==> config.mk <==
export PLATFORM = sky130hd
export DESIGN_NAME = cacheline_adaptor
export DESIGN_NICKNAME = d
export VERILOG_FILES = /design/src/rtl/cacheline_adaptor.sv
export SDC_FILE = /design/constraint.sdc
export NUM_CORES = 1
export LEC_CHECK = 0
export ABC_AREA = 1
export ABC_CLOCK_PERIOD_IN_PS = 2029
export CORE_AREA = 10 10 266 268
export CTS_CLUSTER_DIAMETER = 30
export DETAILED_ROUTE_END_ITERATION = 12
export DIE_AREA = 0 0 276 278
export GPL_TIMING_DRIVEN = 0
export PLACE_DENSITY = 0.65
export SETUP_SLACK_MARGIN = 0.1
export SLEW_MARGIN = 20
export SYNTH_ARGS = -nofsm -noshare
export SYNTH_HDL_FRONTEND = slang
export SYNTH_SLANG_ARGS = --single-unit
==> constraint.sdc <==
create_clock -name clk -period 2.03 [get_ports clk]
set_clock_uncertainty 0.1 [all_clocks]
set_input_delay 0.609 -clock clk [delete_from_list [all_inputs] [get_ports clk]]
set_output_delay 0.609 -clock clk [all_outputs]
set_load 0.03 [all_outputs]
==> src/rtl/cacheline_adaptor.sv <==
// cacheline_adaptor: converts one 256-bit cacheline read/write into a 4-beat 64-bit memory burst
module cacheline_adaptor #(
  parameter int LINE_WIDTH  = 256,
  parameter int BURST_WIDTH = 64,
  parameter int BEATS       = 4
) (
  input  logic                   clk,
  input  logic                   rst_n,
  input  logic [31:0]            pmem_address,
  input  logic                   pmem_read,
  input  logic                   pmem_write,
  input  logic [LINE_WIDTH-1:0]  pmem_wdata,
  output logic [LINE_WIDTH-1:0]  pmem_rdata,
  output logic                   pmem_resp,
  output logic [31:0]            mem_address,
  output logic                   mem_read,
  output logic                   mem_write,
  output logic [BURST_WIDTH-1:0] mem_burst_o,
  input  logic [BURST_WIDTH-1:0] mem_burst_i,
  input  logic                   mem_resp_i
);
  typedef enum logic [1:0] {IDLE, RD_BURST, WR_BURST, DONE} state_t;
  state_t state;
  logic [1:0] cnt;
  logic [LINE_WIDTH-1:0] line, wline;
  logic [31:0] addr;
  wire last = cnt == 2'(BEATS - 1);
  always_ff @(posedge clk or negedge rst_n)
    if (!rst_n) begin
      state <= IDLE;
      cnt   <= '0;
      line  <= '0;
      wline <= '0;
      addr  <= '0;
    end else
      case (state)
        IDLE:
          if (pmem_read || pmem_write) begin
            addr  <= pmem_address & 32'hFFFF_FFE0;
            cnt   <= '0;
            state <= pmem_read ? RD_BURST : WR_BURST;
            if (!pmem_read) wline <= pmem_wdata;
          end
        RD_BURST:
          if (mem_resp_i) begin
            line[cnt*BURST_WIDTH +: BURST_WIDTH] <= mem_burst_i;
            cnt <= cnt + 2'd1;
            if (last) state <= DONE;
          end
        WR_BURST:
          if (mem_resp_i) begin
            cnt <= cnt + 2'd1;
            if (last) state <= DONE;
          end
        default: state <= IDLE;
      endcase
  // Outputs depend only on registered state, so mem_resp_i never reaches pmem_resp combinationally.
  assign mem_read    = state == RD_BURST;
  assign mem_write   = state == WR_BURST;
  assign pmem_resp   = state == DONE;
  assign mem_address = addr;
  assign pmem_rdata  = line;
  assign mem_burst_o = wline[cnt*BURST_WIDTH +: BURST_WIDTH];
endmodule
== After elaboration in Yosys (flattened, before gate mapping) ==
Index checks and enable logic that the tools add are counted.

* Add/subtract/negate cells: 2
* Equal/unequal tests: 7
* Shift-type cells: 3
* Muxes and demuxes: 9
* Bitwise logic cells: 1
* Reductions and logical operators: 9

{| class="wikitable"
|+ Operator list
! operator !! count
|-
| bitwise mux 256 bit || 1
|-
| variable shift 64 x 34 -> 256 bit (first input constant) || 1
|-
| variable part select 256 x 9 -> 64 bit || 1
|-
| variable part select 64 x 34 -> 256 bit || 1
|-
| negation 8 -> 34 bit || 1
|-
| two-way mux 2 bit || 6
|-
| AND reduction 3 bit || 3
|-
| case mux 2 bit (2 select lines) || 2
|-
| == test 2 bit (second input constant) || 3
|-
| != test 2 x 1 -> 1 bit (second input constant) || 2
|-
| AND reduction 2 bit || 2
|-
| adder 2 x 1 -> 2 bit (second input constant) || 1
|-
| == test 2 x 1 -> 1 bit (second input constant) || 1
|-
| zero test 2 bit || 1
|-
| != test 2 bit (second input constant) || 1
|-
| nonzero test 2 bit || 1
|-
| OR reduction 2 bit || 1
|-
| logical OR 1 bit || 1
|-
| NOT 1 bit || 1
|}

* Register bits: 543
* Input bits: 357
* Output and inout port bits: 355
* Logic and storage cells: 36

== Longest topological paths before layout ==
Gate-level depths: netlist of run 1.

* Depth after elaboration: 4
* Gate-level depth with buffers: 12

== Worst setup path before layout of run 1 ==
Ideal clock, no wire load.

* Kind: register to register
* Start: register cnt[0]
* End: register line[24], in the netlist pmem_rdata[24]
* Library setup time: 0.066 ns
* Arrival time: 1.970 ns
* Data required time: 1.864 ns
* Path slack: -0.106 ns
* Cell stages (with the launch flop): 12
* Clock period less this slack: 2.136 ns
* Cell sequence: dfrtp_1 inv_2 buf_6 buf_6 buf_2 ha_1 inv_1 nand2_1 nor2_2 buf_2 nand3_1 nand2_1

* Word-level cells in the longest chain between the ends: 3
* Elaborated cells on any way between the ends: 4
* Those cells by class: 1 x add/sub; 2 x shift; 1 x mux

{| class="wikitable"
|+ Ends and longest elaborated chain
! item !! line !! source
|-
| start, declared || 24 || <nowiki>logic [1:0] cnt;</nowiki>
|-
| start signal, assigned || 47 || <nowiki>cnt <= cnt + 2'd1;</nowiki>
|-
| start signal, assigned || 52 || <nowiki>cnt <= cnt + 2'd1;</nowiki>
|-
| negation 8 -> 34 bit (*) || 46 || <nowiki>line[cnt*BURST_WIDTH +: BURST_WIDTH] <= mem_burst_i;</nowiki>
|-
| variable part select 64 x 34 -> 256 bit or variable shift 64 x 34 -> 256 bit (tied branches) || 46 ||
|-
| bitwise mux 256 bit (*) || 46 ||
|-
| end signal, assigned by index || 46 ||
|-
| end, declared || 25 || <nowiki>logic [LINE_WIDTH-1:0] line, wline;</nowiki>
|}

Every way passes the cells marked *; elsewhere a longest branch is shown, timed or not.
A chain may end at the register's enable or synchronous reset.

== Worst setup path after layout of run 1 ==
* Start: register cnt[0]
* End: output mem_burst_o[57]

* Word-level cells in the longest chain between the ends: 1

{| class="wikitable"
|+ Ends and longest elaborated chain
! item !! line !! source
|-
| variable part select 256 x 9 -> 64 bit || 63 || <nowiki>assign mem_burst_o = wline[cnt*BURST_WIDTH +: BURST_WIDTH];</nowiki>
|-
| end, declared || 18 || <nowiki>output logic [BURST_WIDTH-1:0] mem_burst_o,</nowiki>
|}

Every way passes these cells.

==> results of run 1 <==
-- state kept, by name, summed over array words and instances, names as in the netlist --
name / flops
cnt: 2
mem_address: 27
pmem_rdata: 256
state: 2
wline: 256
-- path summary, 6_finish.rpt --
path	to	depth (start not counted)
min in group clk	mem_address[18]	3
max in group asynchronous	pmem_rdata[249]	4
hold reg to reg	pmem_rdata[52]	2
hold / removal	wline[121]	1
setup reg to reg	pmem_rdata[163]	12
setup / recovery	mem_burst_o[57]	8
-- stage by stage --
stage          setup WS (ns)  cell area, um2
2_1_floorplan        0.02222           23560
3_3_place_gp          -25.10           31650
3_5_place_dp          -1.730           31820
4_1_cts              -0.9540           37180
5_1_grt              -0.9029           38110
6_report             -0.8647           38120
-- worst register-to-register path, stage by stage (launching register included) --
cell,delay (ns)
dfrtp_2,0.41
clkinv_4,0.11
clkbuf_16,0.18
buf_16,0.14
buf_12,0.17
ha_4,0.30
inv_2,0.05
nor2_4,0.17
nand2_2,0.09
nor2_4,0.39
buf_6,0.23
nand2_1,0.07
nand2_1,0.05
-- logic make-up (layout without fill, tap and decap cells) --
| group | Yosys count | in the layout | synth area share |
|---|---|---|---|
| simple gates | 1196 | 1197 | 0.2005 |
| compound gates | 578 | 578 | 0.1241 |
| flops | 543 | 543 | 0.5831 |
| buf+inv | 495 | 1469 | 0.08666 |
| fa+ha+maj | 10 | 10 | 0.005369 |
| other cells | 1 | 15 | 0.0001609 |
-- cells in the final DEF, fill, tap and decap left out, types with 68 or more instances in the layout --
cell type / n
nand2_1: 763
clkdlybuf4s50_1: 588
dfrtp_1: 540
inv_1: 312
o21ai_0: 302
nor2_1: 218
buf_6: 126
clkbuf_16: 124
nand3_1: 111
o21ai_1: 92
a21oi_1: 87
nand2_2: 68
-- repair_timing --
| item | in CTS | in global routing |
|---|---|---|
| pin swaps | 7 | 18 |
| gates resized for setup | 675 | 533 |
| gates cloned | 4 | 4 |
| setup endpoints to repair | 883 | 882 |
| hold endpoints to repair | 68 | 68 |
| buffers inserted | 12 | 20 |
-- power breakdown --
group | internal, W | switching, W
clock network | 0.0145 | 0.00661
logic | 0.0100 | 0.0170
registers | 0.0145 | 0.00212
-- layer usage --
metal | wire [um] | vias up
met2 | 57090 | 1057
met4 | 5064 | 26
met1 | 44470 | 11570
met5 | 142 | -
li1 | - | 10670
met3 | 10550 | 247
-- layout make-up --
cell class / count / area (um2) / area share
Clock inverter: 68 / 1097 / 0.02878
Tap cell: 864 / 1081 / 0.02836
Sequential cell: 543 / 13590 / 0.3565
Multi-Input combinational cell: 1790 / 8642 / 0.2267
Buffer: 178 / 1363 / 0.03574
Timing Repair Buffer: 746 / 7761 / 0.2036
Inverter: 317 / 1197 / 0.03141
Antenna cell: 10 / 25.02 / 0.0006564
Clock buffer: 160 / 3364 / 0.08825
==> run_results.csv, run 1 <==
group,metric,value,unit
setup_path,crit_type,"register to primary output",
clock_network,root_buffer,"clkbuf_16",
power,power,0.06476,W
floorplanning,die_area,76730,um2
routing,finalWirelength,117300,um
routing,viasPerCell,5.042,
routing,drtAntennaViolNets,0,
routing,wl_per_cell,25.09,um
sta,slew_viol_final,0,
sta,maxSlewHeadroom,0.5233,
synth,synthTopCellsByArea,"dfrtp_1, nand2_1, o21ai_0",
setup_path,cpPeakStageDelay,0.44,ns
global_routing,top_usage_layer,"met2",
placement,detailed_place_hpwl,87830,um
routing,drt_iter0_markers,2027,
setup_path,critPathMaxFanout,10,
sta,finalHoldViolations,68,
status,violations,"negative hold slack, negative setup slack",
placement,dp_cells,4398,
synth,synth_top_area_cell,"dfrtp_1",
setup_path,r2r_slack,-0.52,ns
synth,syn_area,23300,um2
power,peakVddDrop,1021,uV
floorplanning,placementRows,94,
clock_network,cts_tree,"done",
finish,fillers,5879,
synth,synth-seq-cells,543,
setup_path,worst_path_dominant_cell_family,"buffers and inverters",
clock_network,cts_buffer_depth,3,
global_routing,grt_use_met2,0.4948,
floorplanning,floorplan.io_pins,712,
sta,tns,-224.99,ns
clock_network,clk_pin_slew,0.05,ns
status,status,"finished, violations left",
global_routing,grt_max_degree,90,
floorplanning,core,65390,um2
power,powerDensity,1699,nW/um2
synth,synth-seq-area-share,0.5831,
finish,drive_above_1_share,0.1870,
synth,synth_top_area_frac,0.5831,
synth,synth_flop_cell,"dfrtp_1",
sta,hold_ws,-0.2055,ns
routing,drt_first_pass_iters,5,
global_routing,grt_use_met3,0.08972,
sta,fin_crit,2.895,ns
setup_path,cp_slowest_cell,"dfrtp_2",
power,leakage,18.59,nW
global_routing,grt_pass1_vias,23990,
synth,synth_edf_count,0,
finish,utilization,0.5830,
sta,fmax,345.5,MHz
setup_path,cp.required,1.32,ns
synth,postSynthAreaPerCell,8.254,um2
setup_path,cp-start-kind,"register",
setup_path,cp_num_buf_inv,5,
job,maxCapViolCount,0,
sta,period_share,1.426,
clock_network,insertion_delay,0.68,ns
floorplanning,initial_utilization,0.3563,
synth,syn_inst,2823,
placement,gp_congestion,0.9107,
global_routing,grt_pass1_wl,166700,um
finish,layout.nets,4064,
global_routing,grtUsageTotal,0.2928,
synth,yosysWarningCount,0,
finish,area_delta_synth_final,63.60,%
setup_path,path_cells,"clkinv_4 > buf_12 > buf_12 > buf_12 > a21oi_1 > o21ai_1 > nand2_2 > buf_6",
global_routing,grt_antenna_before_repair,24,
floorplanning,die_h,278,um
routing,post-route-drc-count,0,
worst_hold_path,hp-class,"primary input to async pin",
floorplanning,die_w,276,um
sta,fin_ws,-0.8647,ns
sta,tightest_slew,0.7150,ns
global_routing,grt_overflow,0,
global_routing,use_met1,0.3378,
clock_network,h-tree-depth,3,
sta,final-setup-viol-count,659,
setup_path,cp-startpoint,"cnt[0]",
sta,grt_setup_unrepaired,"true",
synth,synth_most_common_cell,"nand2_1",
setup_path,endpoint_kind,"primary output",
synth,synthArstFlopShare,1.000,
synth,ys_types,21,
setup_path,arrival,2.19,ns
synth,synthTopCellsByCount,"nand2_1, dfrtp_1, o21ai_0, inv_1, nor2_1",
routing,vias,23580,
finish,final_cells,4676,
clock_network,clkSinkCount,543,
setup_path,cpMostUsedCell,"buf_12",
setup_path,r2r_start,"cnt[0]",
clock_network,cts_made_buffers,121,
placement,portBuffers,701,
No activity file was read; power rests on OpenSTA's default activity.
==> inputs of run 2 (changes only) <==
Settings changed: ABC_CLOCK_PERIOD_IN_PS 2029 to not set, CORE_AREA 10 10 266 268 to 4 4 275 277, DIE_AREA 0 0 276 278 to 0 0 279 281, PLACE_DENSITY 0.65 to 0.59.
==> run 2 against run 1 <==
  * Worst setup slack got worse by 0.0024 ns
  * Critical path type unchanged
  * Non-clock buffer count rose by 12
  * Worst hold slack got worse by 0.034 ns
  * The flow still finishes with violations (negative hold slack, negative setup slack)
  * Largest power group unchanged
==> run_results.csv, run 2 (synthesis gave the netlist of run 1 again) <==
group,metric,value,unit
sta,slew_viol_final,0,
power,p_sw,0.02721,W
routing,finalWirelength,116700,um
setup_path,critPathMaxFanout,6,
setup_path,cp.required,1.32,ns
power,intPower,0.04101,W
setup_path,crit_type,"register to primary output",
clock_network,insertion_delay,0.68,ns
finish,layout_commonest_cell,"nand2_1",
power,powerDensity,1717,nW/um2
placement,place_area,31940,um2
sta,tightest_slew,0.7210,ns
setup_path,cp-startpoint,"cnt[0]",
clock_network,clk_pin_slew,0.05,ns
sta,tns,-337.58,ns
sta,maxSlewHeadroom,0.5193,
floorplanning,floorplan.io_pins,712,
routing,wl_per_cell,24.28,um
global_routing,grt_max_degree,91,
clock_network,cts_tree,"done",
setup_path,reg2reg_depth,13,
floorplanning,die_w,279,um
job,maxCapViolCount,0,
placement,gp_congestion,0.9178,
setup_path,cp-start-kind,"register",
clock_network,cts_made_buffers,139,
clock_network,cts_buffer_depth,3,
setup_path,endpoint_kind,"primary output",
finish,fillers,6656,
finish,drive_above_1_share,0.2013,
sta,hold_ws,-0.2395,ns
setup_path,arrival,2.19,ns
sta,fin_crit,2.897,ns
sta,finalHoldViolations,65,
floorplanning,core,72830,um2
global_routing,grt_pass1_wl,165100,um
finish,layout.nets,4094,
status,violations,"negative hold slack, negative setup slack",
global_routing,grtUsageTotal,0.2879,
clock_network,root_buffer,"clkbuf_16",
power,power_switching_share,0.3988,
worst_hold_path,hp-class,"primary input to async pin",
power,leakage,18.98,nW
setup_path,r2r_start,"cnt[0]",
global_routing,grt_antenna_before_repair,22,
clock_network,h-tree-depth,4,
placement,portBuffers,701,
routing,drt_iter0_markers,2022,
routing,vias,23630,
routing,drtAntennaViolNets,0,
power,power_frac_comb,0.429,
sta,fmax,345.2,MHz
placement,detailed_place_hpwl,87060,um
floorplanning,initial_utilization,0.3199,
routing,drt_first_pass_iters,5,
power,peakVddDrop,1133,uV
clock_network,clkSinkCount,543,
floorplanning,die_area,78400,um2
global_routing,grt_overflow,0,
sta,grt_setup_unrepaired,"true",
sta,period_share,1.427,
power,seqPwrFrac,0.247,
sta,fin_ws,-0.8671,ns
floorplanning,placementRows,99,
power,p_clk_frac,0.324,
floorplanning,die_h,281,um
finish,area_delta_synth_final,70.50,%
status,status,"finished, violations left",
setup_path,r2r_slack,-0.56,ns
finish,final_area,39730,um2
global_routing,grt_pass1_vias,23850,
setup_path,r2r_end,"pmem_rdata[169]",
sta,final-setup-viol-count,937,
finish,layout_common_cells,"nand2_1, clkdlybuf4s50_1, dfrtp_1, inv_1, o21ai_0",
routing,viasPerCell,4.916,
routing,post-route-drc-count,0,
run 2: area by class of cell:
type	instances	area [um2]	area share
diodes	13	32.53	0.0008188
plain buffers	177	1491	0.03754
clock buffers	187	3919	0.09863
clock inverters	62	848.3	0.02135
inverters	317	1202	0.03026
multi-input cells	1790	9313	0.2344
flip-flops and latches	543	13590	0.3421
well taps	959	1200	0.03020
repair buffers	759	8134	0.2047
run 2: power groups by stage:
stage	sequential, W	combinational [W]	clock (W)
final	0.0169	0.0293	0.0221
after global routing	0.0173	0.0309	0.0230
after CTS	0.0167	0.0271	0.0223
after detailed placement	0.0165	0.0237	0
after global placement	0.0166	0.0234	0
after floorplan	0.0185	0.0104	0
run 2: how the worst max path moves through the flow:
stage / end / slack, ns
after floorplan: pmem_rdata[154] / 0.02
after global placement: pmem_rdata[48] / -25.39
after detailed placement: mem_burst_o[42] / -1.76
after CTS: mem_burst_o[12] / -0.99
after global routing: mem_burst_o[26] / -0.95
final: mem_burst_o[26] / -0.87
run 2: repair_timing:
action | 4_1_cts | 5_1_grt
buffers inserted | 24 | 14
pin swaps | 28 | 46
endpoints found under the hold margin | 65 | 65
resized for setup | 835 | 322
setup endpoints to repair | 973 | 973
cloned | 8 | 10
run 2: stage by stage:
step,cells,worst slack (ns),utilization,total power (W)
global route,4802,-0.9508,0.5453,0.07118
CTS,4774,-0.9897,0.5276,0.06607
finish,4807,-0.8671,0.5455,0.06822
detailed placement,4493,-1.762,0.4386,0.04019
floorplan,2827,0.02222,-,0.02888
global placement,4487,-25.39,0.4362,0.03995
run 2: per-layer routing:
| metal | GRT usage | vias up | wire length, um |
|---|---|---|---|
| met2 | 0.4875 | 1104 | 57360 |
| met5 | 0 | - | 119 |
| met3 | 0.09105 | 229 | 10240 |
| li1 | - | 10720 | - |
| met4 | 0.1252 | 20 | 4817 |
| met1 | 0.3378 | 11560 | 44200 |
run 2: worst max-delay path: stages, from the launching register on:
cell,delay [ns]
dfrtp_2,0.40
clkinv_4,0.09
buf_12,0.15
buf_6,0.12
buf_12,0.13
buf_12,0.14
a21oi_4,0.17
o21ai_4,0.07
nand2_2,0.08
buf_6,0.14
==> inputs of run 3 (changes only) <==
Settings changed: GPL_ROUTABILITY_DRIVEN set to 0.
==> results of run 3 <==
The final DEF is identical to that of run 2; final timing and power are the same.
